<file path="src/rtl/multi_rate_tick_generator.sv">
// Derives single-cycle tick enables, 50%-duty squares and a modulo seconds count
// from one system clock; downstream logic uses the ticks as enables, never as clocks.
module multi_rate_tick_generator #(
    parameter int FAST_DIV = 50_000,
    parameter int SLOW_DIV = 50_000_000,
    parameter int SEC_MOD  = 60
) (
    input  logic                       clock,
    input  logic                       reset_n,
    input  logic                       enable,
    input  logic                       restart,
    output logic                       fast_tick,
    output logic                       slow_tick,
    output logic                       fast_square,
    output logic                       slow_square,
    output logic [$clog2(SEC_MOD)-1:0] sec_count,
    output logic                       sec_wrap
);

    localparam int FW = $clog2(FAST_DIV);
    localparam int SW = $clog2(SLOW_DIV);
    localparam int CW = $clog2(SEC_MOD);

    localparam logic [FW-1:0] FAST_LAST = FW'(FAST_DIV - 1);
    localparam logic [FW-1:0] FAST_HALF = FW'(FAST_DIV / 2);
    localparam logic [SW-1:0] SLOW_LAST = SW'(SLOW_DIV - 1);
    localparam logic [SW-1:0] SLOW_HALF = SW'(SLOW_DIV / 2);
    localparam logic [CW-1:0] SEC_LAST  = CW'(SEC_MOD - 1);

    if (FAST_DIV < 2) begin : g_bad_fast_div
        $error("FAST_DIV must be >= 2");
    end
    if (SLOW_DIV < 2) begin : g_bad_slow_div
        $error("SLOW_DIV must be >= 2");
    end
    if (SEC_MOD < 2) begin : g_bad_sec_mod
        $error("SEC_MOD must be >= 2");
    end

    logic [FW-1:0] fast_cnt_q, fast_cnt_d;
    logic [SW-1:0] slow_cnt_q, slow_cnt_d;
    logic [CW-1:0] sec_q, sec_d;
    logic          fast_tick_q, fast_tick_d;
    logic          slow_tick_q, slow_tick_d;
    logic          fast_sq_q, fast_sq_d;
    logic          slow_sq_q, slow_sq_d;
    logic          wrap_q, wrap_d;

    // Priority restart > enable > hold; pulses fall to 0 whenever no wrap happens.
    always_comb begin
        fast_cnt_d  = fast_cnt_q;
        slow_cnt_d  = slow_cnt_q;
        sec_d       = sec_q;
        fast_tick_d = 1'b0;
        slow_tick_d = 1'b0;
        fast_sq_d   = fast_sq_q;
        slow_sq_d   = slow_sq_q;
        wrap_d      = 1'b0;
        if (restart) begin
            fast_cnt_d = '0;
            slow_cnt_d = '0;
            sec_d      = '0;
            fast_sq_d  = 1'b0;
            slow_sq_d  = 1'b0;
        end else if (enable) begin
            if (fast_cnt_q == FAST_LAST) begin
                fast_cnt_d  = '0;
                fast_tick_d = 1'b1;
            end else begin
                fast_cnt_d = fast_cnt_q + FW'(1);
            end
            fast_sq_d = (fast_cnt_d >= FAST_HALF);

            if (slow_cnt_q == SLOW_LAST) begin
                slow_cnt_d  = '0;
                slow_tick_d = 1'b1;
                if (sec_q == SEC_LAST) begin
                    sec_d  = '0;
                    wrap_d = 1'b1;
                end else begin
                    sec_d = sec_q + CW'(1);
                end
            end else begin
                slow_cnt_d = slow_cnt_q + SW'(1);
            end
            slow_sq_d = (slow_cnt_d >= SLOW_HALF);
        end
    end

    always_ff @(posedge clock or negedge reset_n) begin
        if (!reset_n) begin
            fast_cnt_q  <= '0;
            slow_cnt_q  <= '0;
            sec_q       <= '0;
            fast_tick_q <= 1'b0;
            slow_tick_q <= 1'b0;
            fast_sq_q   <= 1'b0;
            slow_sq_q   <= 1'b0;
            wrap_q      <= 1'b0;
        end else begin
            fast_cnt_q  <= fast_cnt_d;
            slow_cnt_q  <= slow_cnt_d;
            sec_q       <= sec_d;
            fast_tick_q <= fast_tick_d;
            slow_tick_q <= slow_tick_d;
            fast_sq_q   <= fast_sq_d;
            slow_sq_q   <= slow_sq_d;
            wrap_q      <= wrap_d;
        end
    end

    assign fast_tick   = fast_tick_q;
    assign slow_tick   = slow_tick_q;
    assign fast_square = fast_sq_q;
    assign slow_square = slow_sq_q;
    assign sec_count   = sec_q;
    assign sec_wrap    = wrap_q;

endmodule

</file>
<file path="config.mk">
export PLATFORM = sky130hd
export DESIGN_NAME = multi_rate_tick_generator
export DESIGN_NICKNAME = d
export VERILOG_FILES = /design/src/rtl/multi_rate_tick_generator.sv
export SDC_FILE = /design/constraint.sdc
export NUM_CORES = 1
export LEC_CHECK = 0
export CAP_MARGIN = 15
export CORE_MARGIN = 4
export CORE_UTILIZATION = 61
export CTS_CLUSTER_SIZE = 8
export DETAILED_ROUTE_END_ITERATION = 16
export GPL_ROUTABILITY_DRIVEN = 0
export PLACE_DENSITY = 0.8
export SYNTH_ARGS = -nofsm -noshare
export SYNTH_HDL_FRONTEND = slang
export SYNTH_SLANG_ARGS = --single-unit
</file>
<file path="constraint.sdc">
create_clock -name clock -period 2.45 [get_ports clock]
set_input_delay 0.49 -clock clock [delete_from_list [all_inputs] [get_ports clock]]
set_output_delay 0.49 -clock clock [all_outputs]
set_load 0.05 [all_outputs]
</file>
# Yosys cells after proc, flatten, opt, wreduce, memory -nomap -nowiden
# Cells that the tools add are included.
# W data, S select, Z words.
# op_classes
reduce_logical	3
add_sub_neg	3
n_div	0
n_eq_ne	3
muxes	28
n_mul	0
magnitude_cmp	2
n_shift	0
n_bitwise	0
# ops
cell	n
$mux W26	5
$mux W16	5
$add A26 B1 Y26 const B	1
$eq A26 B26 Y1 const B	1
$ge A26 B25 Y1 const B	1
$mux W6	4
$add A16 B1 Y16 const B	1
$eq A16 B16 Y1 const B	1
$ge A16 B15 Y1 const B	1
$mux W1	14
$add A6 B1 Y6 const B	1
$eq A6 B6 Y1 const B	1
$reduce_bool A2 Y1	2
$reduce_and A2 Y1	1
# word_totals
mem_bits_rw	0
ff_bits	53
n_memories	0
in_bits	4
latchBits	0
wordCells	47
output_inout_bits	11
romBits	0

# Logic depth before layout (Yosys ltp)
# depth
word_depth	7
depth_mapped	9
ltp_nobuf	8

# Worst setup path after synthesis
# Ideal clock, no wire load.
# synth_timing
path_kind	register -> register
from	register fast_cnt_q[0]
to	register fast_sq_q, in the netlist fast_square
n_path_buf	0
synth_period_minus_slack_ns	2.195
setup_slack_ns	0.255
stages_incl_launch_ff	9
arrival_ns	2.071
setup_time_ns	0.124
cell_sequence	dfrtp_1 > ha_1 > nand3_1 > nor4_1 > a21oi_1 > o21a_1 > o21ai_0 > a2bb2oi_1 > a211o_1
# synth_between
elab_chain_len	7
# synth_rtl
item	line	source
start: declaration	40	logic [FW-1:0] fast_cnt_q, fast_cnt_d;
start signal: assignment	101	fast_cnt_q <= fast_cnt_d;
$add A16 B1 Y16 or $eq A16 B16 Y1 (tied branches)	70, 66	
$mux W16 *	66	if (fast_cnt_q == FAST_LAST) begin
$mux W16 *	65	end else if (enable) begin
$mux W16 *	59	if (restart) begin
$ge A16 B15 Y1 *	72	fast_sq_d = (fast_cnt_d >= FAST_HALF);
$mux W1 *	65	
$mux W1 *	59	
end signal: assignment	106	fast_sq_q <= fast_sq_d;
end: declaration	45	logic fast_sq_q, fast_sq_d;
# Every way passes the cells marked *; elsewhere a longest branch is shown, timed or not. The select of a mux whose other input is x is not followed.
# A chain may end at the register's enable or synchronous reset.

# Worst setup path after layout
# layout_timing
from	register slow_cnt_q[3]
to	register slow_sq_q, in the netlist slow_square
# layout_between
elab_chain_len	7
# layout_rtl
item	line	source
start: declaration	41	logic [SW-1:0] slow_cnt_q, slow_cnt_d;
start signal: assignment	102	slow_cnt_q <= slow_cnt_d;
$add A26 B1 Y26 or $eq A26 B26 Y1 (tied branches)	84, 74	
$mux W26 *	74	if (slow_cnt_q == SLOW_LAST) begin
$mux W26 *	65	
$mux W26 *	59	
$ge A26 B25 Y1 *	86	slow_sq_d = (slow_cnt_d >= SLOW_HALF);
$mux W1 *	65	
$mux W1 *	59	
end signal: assignment	107	slow_sq_q <= slow_sq_d;
end: declaration	46	logic slow_sq_q, slow_sq_d;
# Marked as above.

==> impl_metrics.ini <==
[global_route]
number_of_global_route_vias_before_repair = 3011
grt_first_pass_wirelength_um = 14100
grt_max_degree = 23
global_route.overflow_total = 0
grt_usage = 0.270
grt_antenna_before_repair = 0

[yosys]
synth_edf_count = 0
synthesized_area_per_cell_um2 = 8.31
synth_fp_nets = 403
number_of_different_library_cells_in_the_post_synthesis_netlist = 52
synthTopCellsByArea = sky130_fd_sc_hd__dfrtp_1 40%, sky130_fd_sc_hd__o21ai_0 7.1%, sky130_fd_sc_hd__nand2_1 5.4%, sky130_fd_sc_hd__nor2_1 4.8%, sky130_fd_sc_hd__xor2_1 4.8%
netlist_instances = 396
async_flop_share = 1.00
ys_ff_latch = 53
synth_largest_area_cell = sky130_fd_sc_hd__dfrtp_1
synth_flop_cell = sky130_fd_sc_hd__dfrtp_1
synth_warnings = 0
synth.cell_area_mm2 = 0.00329
yosysSeqAreaShare = 0.403
synth_top_area_share = 0.403

[die]
placementRows = 26
core_footprint_mm2 = 0.00517
design.portCount = 15
floorplan.die_area_mm2 = 0.00664
die_h_um = 81.5
floorplan.initialDensity = 0.636
fp.dieW_um = 81.5

[timing]
setup_violations = 0
relSlewSlack = 0.528
timing_hold_violations_final = 0
worst_pin_slew_ns = 0.706
setup_repair_after_global_routing_missed_its_margin = no
post-route-period-util = 0.966
maxClockFrequency_ghz = 0.422
final.setup_skew_ns = 0.0134
finalMaxSlewViolations = 0
post-route-min-period_ns = 2.37

[worst_setup_path]
critical_path_required_ns = 2.65
startpoint_type_of_the_worst_setup_path = flop
criticalPathCategory = flop to flop
critical_path.endpoint_type = flop
timing.critical_path.arrival_ns = 2.56
largest_fanout_on_the_critical_path = 5

[min_path]
min_path_type = primary input to asynchronous set/reset pin

[clocking]
number_of_cts_inserted_buffers = 5
cts_root_buf = sky130_fd_sc_hd__clkbuf_8
cts.clk_slew.worst_paths_ns = 0.10
max-clock-path-buffers = 2
tritoncts = done
ctsHtreeMaxLevel = 2
clkSinkCount = 53
clk-insertion-delay-late_ns = 0.31

[routing]
finalWirelength_um = 8160
postRouteAntennaNets = 0
drtIter0Drc = 259
drt_first_pass_iters = 5
wl_per_cell_um = 16.4
met1_length_um = 3510
detail_route.vias_per_cell = 6.43
topRoutingLayerUsed = met4
wl_met3_um = 479
post-route-drc-count = 0
detailroute.via_count = 3195
detailroute.wirelength.met2_um = 3990

[run_status]
status = complete, no violations

[place]
placed_insts = 488
io_buffers = 14
detailed_place_hpwl_um = 5720

[final_layout]
num_antenna_cells = 0
final-instance-count-excl-fill = 497
filler_cell_count = 389
design.final.nets = 433
synth_to_final_area_change_pct = 15.8
final_layout_size_suffix_gt1_frac = 0.133

[power]
vdd_drop_max_mv = 0.383
standby_leakage_power_nw = 1.55
power.density_mw_per_mm2 = 427
totalPowerFinal_mw = 1.63

[run]
max_cap_viol_count = 0
-- logic make-up after synthesis --
kind of cell	after synthesis	share of synthesized area
buffers and inverters	24	0.0323
AOI/OAI and AO/OA	99	0.177
xor gates and xnor gates	25	0.0665
and+or+nand+nor	190	0.303
muxes	2	0.00646
DFF	53	0.403
adders and majority gates	3	0.0114
-- report_power, final --
group          internal, mW  switching, mW  leakage, nW
clock network         0.333          0.300       0.0574
logic                0.0344         0.0706        0.762
registers             0.881        0.00898        0.728
-- worst paths after layout --
check / start / end / slack [ns] / cells past startpoint
worst max-delay path: slow_cnt_q[3] / slow_square / 0.08 / 7
worst min-delay path: reset_n / slow_cnt_q[6] / 0.06 / 1
worst max register to register: slow_cnt_q[3] / slow_square / 0.08 / 7
worst min register to register: slow_cnt_q[22] / slow_cnt_q[22] / 0.53 / 1
max in group asynchronous: reset_n / slow_cnt_q[0] / 1.75 / 2
min in group clock: slow_cnt_q[22] / slow_cnt_q[22] / 0.53 / 1
-- stage by stage --
stage	hold slack, ns	setup WS [ns]	setup TNS [ns]	utilization	area [um2]
after floorplan	0.194	0.255	0	-	3290
after global placement	0.415	-0.0276	-0.0276	0.700	3620
after detailed placement	0.417	-0.0685	-0.174	0.700	3620
after CTS	0.0720	0.0105	0	0.725	3750
after global routing	0.0791	0.0130	0	0.737	3810
final	0.0626	0.0831	0	0.737	3810
-- per-layer routing --
layer  vias to the layer above  track usage
met5                         -            0
met4                         0       0.0845
met3                        21       0.0439
met2                       131        0.448
met1                      1541        0.362
li1                       1502            -
-- critical path: stages (launching register included) --
cell and delay [ns]:
sky130_fd_sc_hd__dfrtp_1 0.48, sky130_fd_sc_hd__nand3_1 0.21, sky130_fd_sc_hd__or4_1 0.58, sky130_fd_sc_hd__o311ai_0 0.15, sky130_fd_sc_hd__a21oi_1 0.11, sky130_fd_sc_hd__or3b_1 0.39
sky130_fd_sc_hd__a31oi_1 0.23, sky130_fd_sc_hd__o21ai_1 0.11
-- synth_stat cells, drive strengths merged (2+ instances only) --
cell type,number
nor2,42
nor3,16
nor2b,4
and3,9
nand3,27
or3,2
o21bai,2
xnor2,7
a21oi,20
nand2,48
or4,6
nor4,8
nor4b,2
nand2b,4
a22o,3
o31ai,7
xor2,18
inv,6
buf,8
ha,3
clkbuf,9
and2,3
o41ai,5
a31oi,4
dfrtp,53
nand4,13
o21ai,50
nand4b,2
a211o,2
-- area by class of cell --
| type | count | area, um2 | share of cell area |
|---|---|---|---|
| timing repair buffer | 40 | 330 | 0.0866 |
| clock inverter | 2 | 37.5 | 0.00984 |
| tap | 70 | 87.6 | 0.0230 |
| sequential | 53 | 1330 | 0.350 |
| clock buffer | 6 | 82.6 | 0.0217 |
| inverter | 7 | 26.3 | 0.00689 |
| multi-input combinational | 319 | 1920 | 0.502 |
-- cell usage in the layout (no fill, tap or decap), drive strengths merged, types with 3 or more instances in the layout --
master,synthesis,layout
dfrtp,53,53
o21ai,50,50
nand2,48,48
nor2,42,42
nand3,27,27
buf,8,27
a21oi,20,20
xor2,18,18
nor3,16,16
clkdlybuf4s50,0,13
nand4,13,13
and3,9,9
nor4,8,8
xnor2,7,7
o31ai,7,7
inv,6,6
clkbuf,9,6
or4,6,6
o41ai,5,5
nor2b,4,4
a31oi,4,4
nand2b,4,4
and2,3,3
a22o,3,3
ha,3,3
-- sequential cells by signal, indices dropped and copies added, names as in the netlist --
signal	count
fast_tick	1
sec_count	6
slow_square	1
sec_wrap	1
slow_tick	1
fast_cnt_q	16
fast_square	1
slow_cnt_q	26
-- repair_timing --
action / in CTS / in global routing
hold buffers: 0 / 0
gates resized for setup: 2 / 13
setup buffers: 0 / 0
setup endpoints to repair: 1 / 6
hold endpoints to repair: 0 / 0
(Power assumes the default switching activity.)
